File: src/rtl/net_sweep_ctrl_if.sv
// Controller <-> net-core bus: reset, start pulse, float inputs/outputs and done level.
interface net_sweep_ctrl_if #(
    parameter int unsigned I = 2,
    parameter int unsigned O = 1
);
    logic              net_rst_n;
    logic              net_start;
    logic [32*I-1:0]   net_x;
    logic [32*O-1:0]   net_y;
    logic              net_done;

    modport master (
        output net_rst_n,
        output net_start,
        output net_x,
        input  net_y,
        input  net_done
    );

    modport slave (
        input  net_rst_n,
        input  net_start,
        input  net_x,
        output net_y,
        output net_done
    );
endinterface

File: src/rtl/net_sweep_ctrl.sv
// Drives a binary-classifier net core over one pattern or all 2^I patterns and grades
// output lane 0 against the XOR parity of each pattern.
module net_sweep_ctrl #(
    parameter int unsigned I   = 2,
    parameter int unsigned O   = 1,
    parameter int unsigned TMO = 1024
) (
    input  logic             clk,
    input  logic             rst_n,
    input  logic             go,
    input  logic             mode,
    input  logic [I-1:0]     sw,
    net_sweep_ctrl_if.master net,
    output logic [O-1:0]     result,
    output logic             expected,
    output logic             busy,
    output logic             fin,
    output logic [I:0]       err_cnt,
    output logic             timeout,
    output logic             pass
);

    localparam int unsigned TW      = $clog2(TMO + 1);
    localparam logic [TW-1:0] TmoLast = TW'(TMO - 1);
    localparam logic [TW-1:0] TimOne  = TW'(1);
    localparam logic [I:0]    ErrOne  = {{I{1'b0}}, 1'b1};
    localparam logic [I-1:0]  PatOne  = {{(I-1){1'b0}}, 1'b1};

    typedef enum logic [2:0] {StIdle, StRst, StLoad, StWait, StCheck, StNext, StFin} state_e;

    state_e state_q, state_d;

    logic            mode_q;
    logic [I-1:0]    pat_q;
    logic            net_rst_n_q, net_start_q;
    logic [32*I-1:0] net_x_q, net_x_d;
    logic [TW-1:0]   timer_q;
    logic            tmo_pat_q;
    logic [O-1:0]    result_q, res_now;
    logic            expected_q;
    logic [I:0]      err_q;
    logic            timeout_q, pass_q;

    logic go_acc, pat_inc, tmo_hit, timer_last, check_en, fin_en, lane0_nan, err_now;

    function automatic logic is_nan(input logic [31:0] y);
        return (y[30:23] == 8'hFF) && (y[22:0] != 23'd0);
    endfunction

    // Strictly above 0.5: 0.5 itself, any negative (incl. -0) and NaN grade as 0.
    function automatic logic thresh(input logic [31:0] y);
        return !y[31] && !is_nan(y) && (y[30:0] > 31'h3F00_0000);
    endfunction

    // The timer reaches TMO-1 on the edge that leaves WAIT; net_done in that cycle wins.
    assign timer_last = ((timer_q + TimOne) == TmoLast);

    always_ff @(posedge clk or negedge rst_n) begin
        if (!rst_n) state_q <= StIdle;
        else        state_q <= state_d;
    end

    always_comb begin
        state_d = state_q;
        unique case (state_q)
            StIdle:  if (go) state_d = StRst;
            StRst:   state_d = StLoad;
            StLoad:  state_d = StWait;
            StWait:  if (net.net_done || timer_last) state_d = StCheck;
            StCheck: state_d = StNext;
            StNext:  state_d = (!mode_q || (pat_q == '1)) ? StFin : StRst;
            StFin:   state_d = StIdle;
            default: state_d = StIdle;
        endcase
    end

    always_comb begin
        busy     = (state_q != StIdle);
        fin      = (state_q == StFin);
        go_acc   = (state_q == StIdle) && go;
        pat_inc  = (state_q == StNext) && (state_d == StRst);
        tmo_hit  = (state_q == StWait) && !net.net_done && timer_last;
        check_en = (state_q == StCheck);
        fin_en   = (state_q == StFin);
    end

    always_comb begin
        net_x_d = '0;
        for (int k = 0; k < I; k++) begin
            if (pat_q[k]) net_x_d[32*k +: 32] = 32'h3F80_0000;
        end
        res_now = '0;
        for (int k = 0; k < O; k++) begin
            res_now[k] = thresh(net.net_y[32*k +: 32]);
        end
        lane0_nan = is_nan(net.net_y[31:0]);
        // At most one increment per pattern, whichever faults coincide.
        err_now   = (res_now[0] != (^pat_q)) || tmo_pat_q || lane0_nan;
    end

    always_ff @(posedge clk or negedge rst_n) begin
        if (!rst_n) begin
            mode_q      <= 1'b0;
            pat_q       <= '0;
            net_rst_n_q <= 1'b0;
            net_start_q <= 1'b0;
            net_x_q     <= '0;
            timer_q     <= '0;
            tmo_pat_q   <= 1'b0;
            result_q    <= '0;
            expected_q  <= 1'b0;
            err_q       <= '0;
            timeout_q   <= 1'b0;
            pass_q      <= 1'b0;
        end else begin
            net_rst_n_q <= (state_d != StRst);
            net_start_q <= (state_d == StLoad);
            if (state_d == StLoad) net_x_q <= net_x_d;
            timer_q <= (state_q == StWait) ? timer_q + TimOne : '0;
            if (go_acc) begin
                mode_q    <= mode;
                pat_q     <= mode ? '0 : sw;
                err_q     <= '0;
                timeout_q <= 1'b0;
                pass_q    <= 1'b0;
            end
            if (pat_inc) pat_q <= pat_q + PatOne;
            if (state_q == StLoad) tmo_pat_q <= 1'b0;
            if (tmo_hit) begin
                tmo_pat_q <= 1'b1;
                timeout_q <= 1'b1;
            end
            if (check_en) begin
                result_q   <= res_now;
                expected_q <= ^pat_q;
                if (err_now && (err_q != '1)) err_q <= err_q + ErrOne;
            end
            if (fin_en) pass_q <= (err_q == '0) && !timeout_q;
        end
    end

    assign net.net_rst_n = net_rst_n_q;
    assign net.net_start = net_start_q;
    assign net.net_x     = net_x_q;
    assign result        = result_q;
    assign expected      = expected_q;
    assign err_cnt       = err_q;
    assign timeout       = timeout_q;
    assign pass          = pass_q;

endmodule

File: src/flat_wrapper.sv
// flat-port wrapper written by rule: the top's interface ports become plain ports
module net_sweep_ctrl_flat 
#(
    parameter int unsigned I   = 2,
    parameter int unsigned O   = 1,
    parameter int unsigned TMO = 1024
)
  (clk, rst_n, go, mode, sw, result, expected, busy, fin, err_cnt, timeout, pass, net_net_rst_n, net_net_start, net_net_x, net_net_y, net_net_done);
  net_sweep_ctrl_if #(.I(I), .O(O)) net_i ();
  input  logic clk;
  input  logic rst_n;
  input  logic go;
  input  logic mode;
  input  logic [I-1:0] sw;
  output logic [O-1:0] result;
  output logic expected;
  output logic busy;
  output logic fin;
  output logic [I:0] err_cnt;
  output logic timeout;
  output logic pass;
  output wire logic [$bits(net_i.net_rst_n)-1:0] net_net_rst_n;
  output wire logic [$bits(net_i.net_start)-1:0] net_net_start;
  output wire logic [$bits(net_i.net_x)-1:0] net_net_x;
  input wire logic [$bits(net_i.net_y)-1:0] net_net_y;
  input wire logic [$bits(net_i.net_done)-1:0] net_net_done;
  assign net_net_rst_n = net_i.net_rst_n;
  assign net_net_start = net_i.net_start;
  assign net_net_x = net_i.net_x;
  assign net_i.net_y = net_net_y;
  assign net_i.net_done = net_net_done;
  net_sweep_ctrl #(.I(I), .O(O), .TMO(TMO)) u_core (.clk(clk), .rst_n(rst_n), .go(go), .mode(mode), .sw(sw), .net(net_i), .result(result), .expected(expected), .busy(busy), .fin(fin), .err_cnt(err_cnt), .timeout(timeout), .pass(pass));
endmodule
File: config.mk
export PLATFORM = sky130hd
export DESIGN_NAME = net_sweep_ctrl_flat
export DESIGN_NICKNAME = d
export VERILOG_FILES = /design/src/rtl/net_sweep_ctrl_if.sv /design/src/rtl/net_sweep_ctrl.sv /design/src/flat_wrapper.sv
export SDC_FILE = /design/constraint.sdc
export NUM_CORES = 1
export LEC_CHECK = 0
export CAP_MARGIN = 20
export CORE_MARGIN = 10
export CORE_UTILIZATION = 35
export DETAILED_ROUTE_END_ITERATION = 8
export GPL_TIMING_DRIVEN = 1
export PLACE_DENSITY = 0.73
export SYNTH_ARGS = -nofsm -noshare
export SYNTH_HDL_FRONTEND = slang
export SYNTH_SLANG_ARGS = --single-unit
File: constraint.sdc
create_clock -name clk -period 2.7 [get_ports clk]
set_input_delay 0.27 -clock clk [delete_from_list [all_inputs] [get_ports clk]]
set_output_delay 0.27 -clock clk [all_outputs]
set_load 0.01 [all_outputs]
==> flow_summary.ini <==
[status]
status = finished, final reports clean

[clock_tree]
h-tree-depth = 2
clock_insertion_delay_worst_skew_ns = 0.28
postCtsHoldBufs = 0
cts_root_buf = clkbuf_8
clk_pin_slew_ns = 0.07
clock_path_buffers = 2
cts_tree = yes
numCtsBuffers = 5
cts_resized = 0
cts.sinks = 29
post_cts_buffers = 0

[sta]
slew_violations = 0
grt_setup_unrepaired = no
final.period_utilization = 0.739
period_minus_slack_ns = 2.00
finalClockSkew_ns = 0.00898
worst_slew_margin_rel = 0.631
worstMarginPinSlew_ns = 0.552
final-setup-viol-count = 0
final.setup.tns_ns = 0
hold_viol = 0
max_freq_mhz = 501

[detailed_routing]
via_per_inst = 4.47
wl_um = 4920
via_count = 1635
drt_iter0_markers = 87
antenna_left = 0
dr.pass1.iters = 4
wl_per_cell_um = 13.4
drc = 0

[flow_run]
cap_viol_max_count = 0

[worst_setup_path]
crit_type = reg -> out
end_kind = output pin
worstPathMaxFanout = 12
cp_data_required_time_ns = 2.43
rr_startpoint = u_core.pat_q[0]
cp-startpoint = u_core.state_q[1]
cp.arrival_ns = 1.73
start_kind = register

[yosys]
synth_area_per_cell_um2 = 8.84
ys_ff_latch = 29
synth_area_um2 = 2100
ys.flop_type = dfrtp_1
syn_inst = 238
synth_edf_count = 0
ys_async_sr_fraction = 1.00
synth.distinct_cells = 42
yosys_warnings = 0
yosysSeqAreaShare = 0.345

[floorplan]
initial_utilization = 0.358
die-area_um2 = 9510
die_h_um = 97.5
coreArea_um2 = 5890
die_w_um = 97.5
io_pins = 114
rows = 28

[finish]
antennaDiodeCount = 0
fillers = 606
nets = 335
drive_above_1_share = 0.0722
multi_input_area_um2 = 1040
instances_no_fill = 366
area.sequential_um2 = 726
final_util = 0.447
syn_to_final_growth_pct = 25.1

[placement]
dp_hpwl_um = 4070
globalplace.congestion = 0.783
portBuffers = 63
dp.cells = 358

[power]
power_density_nw_per_um2 = 768
total_power_mw = 2.02
p_leak_nw = 1.17
ir_drop_v = 0.000357

[grt]
grt_max_degree = 30
gr-total-overflow = 0
grt_pass1_wl_um = 8220
antenna_found_initial = 0
grt_pass1_vias = 1745
track_usage = 0.101

[min_path]
holdCritPathClass = in -> async
==> kinds of logic after synthesis <==
kind of cell | Yosys count | synth area share
other cells | 1 | 0.00178
fa+ha+maj | 6 | 0.0357
simple gates | 80 | 0.205
compound gates | 29 | 0.0892
flops | 29 | 0.345
xor+xnor | 9 | 0.0375
mux | 7 | 0.0380
buf+inv | 77 | 0.249
==> routing by layer <==
metal  share of wire  vias up  GRT usage
li1                -      800          -
met1            0.41      751      0.110
met2            0.47       77      0.163
met3            0.11        7     0.0583
met4           0.010        0     0.0268
met5               0        -          0
==> metrics by stage <==
| step | hold slack (ns) | area, um^2 | setup slack, ns |
|---|---|---|---|
| 2_1_floorplan | -0.0256 | 2290 | 0.986 |
| 5_1_grt | 0.405 | 2630 | 0.551 |
| 4_1_cts | 0.389 | 2630 | 0.696 |
| 6_report | 0.381 | 2630 | 0.705 |
| 3_3_place_gp | 0.464 | 2530 | 0.600 |
| 3_5_place_dp | 0.470 | 2530 | 0.560 |
==> power by group <==
part / internal, mW / leakage (nW) / total, mW / switching [mW]
sequential: 0.557 / 0.380 / 0.711 / 0.154
combinational: 0.486 / 0.734 / 0.916 / 0.429
clock: 0.230 / 0.0542 / 0.395 / 0.165
==> cell usage after synthesis, types with 2 or more instances <==
library cell  count  area (um^2)
a31oi_1           4         25.0
and2_1            2         12.5
nor2_1           22         82.6
clkbuf_1          5         18.8
nand4_1           4         25.0
nor4_2            2         25.0
nor4_1            4         25.0
mux2i_1           2         20.0
nand3_1           4         20.0
nand2b_1          5         31.3
a21o_1            2         15.0
a21oi_1           6         30.0
nor3b_1           5         37.5
o22ai_1           2         12.5
mux2_2            4         45.0
xnor2_1           4         35.0
o21ai_0           9         45.0
ha_1              6         75.1
nor3_1            6         30.0
inv_1             9         33.8
buf_4            62          465
nand2_1          16         60.1
dfrtp_1          29          726
xor2_1            5         43.8
nand3b_1          2         15.0
==> layout by cell type, fill, tap and decap left out, types with 2 or more instances in the layout <==
cell             synthesis  final
a21o_1                   2      2
a21oi_1                  6      6
a31oi_1                  4      4
and2_1                   2      2
clkbuf_8                 0      7
clkdlybuf4s50_1          0     63
conb_1                   1     50
dfrtp_1                 29     29
ha_1                     6      6
inv_1                    9      9
mux2_2                   4      4
mux2i_1                  2      2
nand2_1                 16     16
nand2b_1                 5      5
nand3_1                  4      4
nand3b_1                 2      2
nand4_1                  4      4
nor2_1                  22     22
nor3_1                   6      6
nor3b_1                  5      5
nor4_1                   4      4
nor4_2                   2      2
o21ai_0                  9      9
o22ai_1                  2      2
xnor2_1                  4      4
xor2_1                   5      5
==> critical path: stages, from the launching register on <==
cell and delay, ns:
dfrtp_1 0.49, nor3_1 0.39, inv_1 0.07, clkdlybuf4s50_1 0.49
==> state kept, by name, summed over array words and instances (netlist names) <==
signal	flops
u_core.timer_q	11
u_core.err_cnt	3
u_core.state_q	3
u_core.net.net_x	2
u_core.pat_q	2
u_core.expected	1
u_core.mode_q	1
u_core.net.net_rst_n	1
u_core.net.net_start	1
u_core.pass	1
u_core.result	1
u_core.timeout	1
u_core.tmo_pat_q	1
==> worst paths after layout <==
kind / endpoint / slack [ns] / depth (start not counted)
max in group asynchronous: u_core.err_cnt[1] / 2.04 / 2
min in group clk: u_core.timer_q[0] / 0.48 / 1
setup reg to reg: u_core.err_cnt[1] / 0.82 / 6
setup / recovery: busy / 0.70 / 3
hold / removal: u_core.timer_q[6] / 0.38 / 2
hold reg to reg: u_core.timer_q[0] / 0.48 / 1
==> final cells by class <==
class,count,area share
Clock buffer,7,0.0366
Inverter,9,0.0128
Clock inverter,1,0.00190
Tap cell,75,0.0356
Timing Repair Buffer,64,0.242
Multi-Input combinational cell,181,0.395
Sequential cell,29,0.276
Note: power is estimated with default switching activity, not from simulation.
